$ cat src/rtl/wb_write_arbiter.sv
// wb_write_arbiter: register-file write-port arbiter.
//   Merges pipeline writebacks (highest priority) with long-latency unit
//   results buffered in a DEPTH-entry FIFO into one registered write stream.
// Ports:
//   clk_i, rst_n_i                 clock / async active-low reset
//   pipe_we_d/reg_d/data_d         same-cycle pipeline writeback
//   lu_valid_d/ready_q/reg_d/data_d  long-latency handshake into the FIFO
//   chk_reg_d -> chk_pend          hazard query: write pending for a register
//   stall_req_q                    ask the pipeline to back off (starved/full)
//   regwrite_q/write_reg_q/write_data_q  register-file write port
module wb_write_arbiter #(
  parameter int WIDTH        = 32,
  parameter int R_WIDTH      = 5,
  parameter int DEPTH        = 4,
  parameter int STARVE_LIMIT = 4
) (
  input  logic               clk_i,
  input  logic               rst_n_i,
  input  logic               pipe_we_d,
  input  logic [R_WIDTH-1:0] pipe_reg_d,
  input  logic [WIDTH-1:0]   pipe_data_d,
  input  logic               lu_valid_d,
  output logic               lu_ready_q,
  input  logic [R_WIDTH-1:0] lu_reg_d,
  input  logic [WIDTH-1:0]   lu_data_d,
  input  logic [R_WIDTH-1:0] chk_reg_d,
  output logic               chk_pend,
  output logic               stall_req_q,
  output logic               regwrite_q,
  output logic [R_WIDTH-1:0] write_reg_q,
  output logic [WIDTH-1:0]   write_data_q
);
  localparam int AW = (DEPTH > 1) ? $clog2(DEPTH) : 1;
  localparam int CW = $clog2(DEPTH + 1);
  localparam int SW = $clog2(STARVE_LIMIT + 1);

  typedef struct packed {
    logic [R_WIDTH-1:0] rd;
    logic [WIDTH-1:0]   data;
  } wb_req_t;

  wb_req_t        mem [DEPTH];
  logic [AW-1:0]  rd_ptr, wr_ptr;
  logic [CW-1:0]  count;
  logic [SW-1:0]  starve, starve_nxt;
  logic           pipe_win, empty, pop, push, stall_nxt;
  logic [DEPTH-1:0] hit;

  // Ready comes straight from the registered count, so a same-cycle pop
  // never opens the FIFO early.
  assign lu_ready_q = (count != CW'(DEPTH));

  always_comb begin
    pipe_win   = pipe_we_d && (pipe_reg_d != '0);
    empty      = (count == '0);
    pop        = !pipe_win && !empty;
    // r0 results are consumed by the handshake but never stored.
    push       = lu_valid_d && lu_ready_q && (lu_reg_d != '0);
    starve_nxt = '0;
    if (pipe_win && !empty)
      starve_nxt = (starve == SW'(STARVE_LIMIT)) ? starve : starve + SW'(1);
    // A pop always relieves the stall on the following cycle.
    stall_nxt  = !pop && ((starve_nxt == SW'(STARVE_LIMIT)) ||
                          ((count == CW'(DEPTH)) && lu_valid_d));
  end

  // Slot i is live when its distance from the head is below count;
  // pointer subtraction wraps for free since DEPTH is a power of 2.
  always_comb begin
    for (int i = 0; i < DEPTH; i++) begin
      logic [AW-1:0] ofs;
      ofs    = AW'(i) - rd_ptr;
      hit[i] = (CW'(ofs) < count) && (mem[i].rd == chk_reg_d);
    end
    chk_pend = (chk_reg_d != '0) &&
               ((|hit) || (regwrite_q && (write_reg_q == chk_reg_d)));
  end

  always_ff @(posedge clk_i) begin
    if (push) mem[wr_ptr] <= '{rd: lu_reg_d, data: lu_data_d};
  end

  always_ff @(posedge clk_i or negedge rst_n_i) begin
    if (!rst_n_i) begin
      rd_ptr       <= '0;
      wr_ptr       <= '0;
      count        <= '0;
      starve       <= '0;
      stall_req_q  <= 1'b0;
      regwrite_q   <= 1'b0;
      write_reg_q  <= '0;
      write_data_q <= '0;
    end else begin
      starve      <= starve_nxt;
      stall_req_q <= stall_nxt;
      if (push) wr_ptr <= wr_ptr + AW'(1);
      if (pop)  rd_ptr <= rd_ptr + AW'(1);
      if (push && !pop)      count <= count + CW'(1);
      else if (pop && !push) count <= count - CW'(1);
      regwrite_q <= pipe_win || pop;
      if (pipe_win) begin
        write_reg_q  <= pipe_reg_d;
        write_data_q <= pipe_data_d;
      end else if (pop) begin
        write_reg_q  <= mem[rd_ptr].rd;
        write_data_q <= mem[rd_ptr].data;
      end
    end
  end
endmodule
$ cat config.mk
export PLATFORM = sky130hd
export DESIGN_NAME = wb_write_arbiter
export DESIGN_NICKNAME = d
export VERILOG_FILES = /design/src/rtl/wb_write_arbiter.sv
export SDC_FILE = /design/constraint.sdc
export NUM_CORES = 1
export LEC_CHECK = 0
export CORE_MARGIN = 2
export CORE_UTILIZATION = 45
export CTS_BUF_LIST = sky130_fd_sc_hd__clkbuf_8
export DETAILED_ROUTE_END_ITERATION = 8
export PLACE_DENSITY = 0.68
export RECOVER_POWER = 50
export SKIP_LAST_GASP = 1
export SYNTH_ARGS = -nofsm -noshare
export SYNTH_HDL_FRONTEND = slang
export SYNTH_SLANG_ARGS = --single-unit
$ cat constraint.sdc
create_clock -name clk_i -period 5.01 [get_ports clk_i]
set_clock_uncertainty 0.05 [all_clocks]
set_input_delay 1.002 -clock clk_i [delete_from_list [all_inputs] [get_ports clk_i]]
set_output_delay 1.002 -clock clk_i [all_outputs]
set_load 0.1 [all_outputs]
==> results.yml <==
flow_run:
  cap_violations: 1
sta:
  post-route-min-period_ns: 4.071
  fmax_mhz: 245.6
  final.setup.tns_ns: 0
  setup_violations: 0
  finalCritPeriodShare: 0.8126
  worst_pin_slew_ns: 3.020
  slew_headroom: -1.013
  rsz0062_at_grt: "false"
  hold_violations: 0
  drv_slew: 50
detailed_routing:
  first_iter_violations: 219
  postRouteAntennaNets: 0
  wirelength_um: 16330
  wl_per_cell_um: 19.37
  drc: 0
  vias: 4478
  first_pass_iters: 5
  via_per_inst: 5.312
synth:
  synth_area_leaders: "edfxtp_1, dfrtp_1, mux4_2"
  synth_area_sq_mm: 0.008150
  yosysSeqAreaShare: 0.6957
  syn_nets: 573
  synth_top_area_share: 0.5453
  syn_inst: 478
  ys_ff_latch: 197
  async_flop_share: 0.2487
  ys_types: 40
  yosysWarnings: 0
  synth_enable_flop_cells: 148
  synth.most_common_cell: "edfxtp_1"
  synth_ff_type: "edfxtp_1"
  syn_avg_cell_area_sq_um: 17.05
  post-synth-top-area-cell: "edfxtp_1"
  synth_common_cells: "edfxtp_1, dfrtp_1, nand2_1"
clocking:
  cts_root_buffer: "clkbuf_8"
  postCtsSetupBuffers: 0
  post_cts_resized: 0
  cts_tree: "done"
  clock_latency_ns: 0.45
  cts_max_level: 4
  cts_buffers: 17
  numClockSinks: 197
  clkTransAtPathRegs_ns: 0.09
  clock_path_buffers: 2
  cts_hold_buffers: 0
layout:
  num-fill-cells: 1405
  drive_gt1_frac: 0.1291
  layout.nets: 694
  fin_util: 0.5595
  final_cell_area_sq_mm: 0.009982
  layout.cells.non_filler: 843
  area_growth_pct: 22.47
grt:
  grt_overflow: 0
  grt_max_degree: 71
  grt_pass1_vias: 4875
  grt_pass1_wl_um: 26230
  grt_use_total: 0.1792
  antenna_found_initial: 2
power:
  p_leak_uw: 0.003482
  irDropWorstVdd_mv: 0.3327
  p_per_area_mw_per_mm2: 601.6
worst_setup_path:
  cp-end-kind: "primary output"
  cpPeakStageDelay_ns: 0.57
  crit_path_max_fanout: 6
  cp_data_required_time_ns: 3.96
  r2r_slack_ns: 2.56
  crit_arrival_ns: 3.02
  start_kind: "input port"
  setup.worst_path.end: "chk_pend"
  r2r_end: "mem[0][13]"
  crit_slowest_cell: "clkdlybuf4s50_1"
  startpoint: "chk_reg_d[2]"
  worst-setup-path-type: "in -> out"
  cp_cell_sequence: "clkdlybuf4s50_1 -> xor2_1 -> a2111oi_0 -> a22oi_1 -> and3_1 -> a21oi_1 -> buf_4"
  reg2reg_from: "count[0]"
  reg2reg_depth: 4
placed_design:
  port_buffers: 123
  gp_congestion: 0.8079
  dpl.cell_count: 809
  post_dp_cell_area_sq_mm: 0.009569
  dp_hpwl_um: 10090
floorplanning:
  start_util: 0.4568
  die_h_um: 138.6
  rows: 49
  core_sq_mm: 0.01784
  die_w_um: 138.6
  ios: 124
  dieArea_sq_mm: 0.01920
status:
  status: "finished with violations"
  violations: "capacitance limit, slew limit"
worst_hold_path:
  hold_path.class: "reg -> reg"
==> through the flow <==
stage	hold WS [ns]	total power, uW	setup WS (ns)
after CTS	0.5192	6087	0.9794
final	0.5148	6005	0.9391
after global placement	0.4869	4954	0.9874
after detailed placement	0.4942	5015	0.9833
after global routing	0.5697	6305	0.7011
after floorplan	0.5260	4323	0.5343
==> worst min-delay path by stage <==
stage	start	end	slack, ns	cells after the start
floorplan	starve[2]	starve[2]	0.53	3
global placement	write_data_q[8]	write_data_q[8]	0.49	2
detailed placement	write_data_q[3]	write_data_q[3]	0.49	2
CTS	write_data_q[3]	write_data_q[3]	0.52	2
global route	write_data_q[23]	write_data_q[23]	0.57	2
finish	write_data_q[3]	write_data_q[3]	0.51	2
==> state kept, by name, summed over array words and instances, names as in the netlist <==
| name | cells |
|---|---|
| count | 3 |
| mem | 148 |
| rd_ptr | 2 |
| regwrite_q | 1 |
| stall_req_q | 1 |
| starve | 3 |
| wr_ptr | 2 |
| write_data_q | 32 |
| write_reg_q | 5 |
==> cell families (layout without fill, tap and decap cells) <==
| group | count (synthesis) | in the layout | synth area share |
|---|---|---|---|
| other | 0 | 2 | 0 |
| and+or+nand+nor | 72 | 72 | 0.04268 |
| adders and majority gates | 12 | 12 | 0.01934 |
| xor gates and xnor gates | 32 | 32 | 0.03439 |
| muxes | 76 | 76 | 0.1504 |
| buffers and inverters | 36 | 170 | 0.02088 |
| DFF | 197 | 197 | 0.6957 |
| AOI/OAI and AO/OA | 53 | 53 | 0.03654 |
==> power by group <==
group / switching [uW] / leakage (uW) / internal [uW] / total (uW)
combinational: 1680 / 0.00132 / 866 / 2550
clock: 529 / 0.000219 / 540 / 1070
sequential: 214 / 0.00194 / 2170 / 2390
==> placed cells by master (no fill, tap or decap), drive strengths merged, types with 17 or more instances in the layout <==
master	netlist	layout
nand2	44	44
clkbuf	7	18
clkdlybuf4s50	0	83
mux2i	37	37
mux4	37	37
inv	11	17
xor2	23	23
o21ai	41	41
dlygate4sd3	0	38
dfrtp	49	49
edfxtp	148	148
==> layout make-up <==
type,instances,area [sq um],area share
flip-flops and latches,197,5673,0.5683
multi-input cells,245,2303,0.2308
repair buffers,127,1250,0.1252
well taps,229,286.5,0.02870
clock buffers,17,234.0,0.02344
clock inverters,15,188.9,0.01893
inverters,11,41.29,0.004136
diodes,2,5.005,0.0005014
==> per-layer routing <==
layer,global-route usage,vias to the layer above,share of wire
met4,0.04565,0,0.011
met2,0.3192,111,0.53
li1,-,2067,-
met5,0,-,0
met1,0.2219,2288,0.43
met3,0.04247,12,0.037
==> critical path: cells and delay by family <==
family	cells	cell delay, ns
buffers and inverters	2	0.89
AOI/OAI and AO/OA	3	0.70
and+or+nand+nor	1	0.21
xor gates and xnor gates	1	0.23
Note: power is estimated with default switching activity, not from simulation.
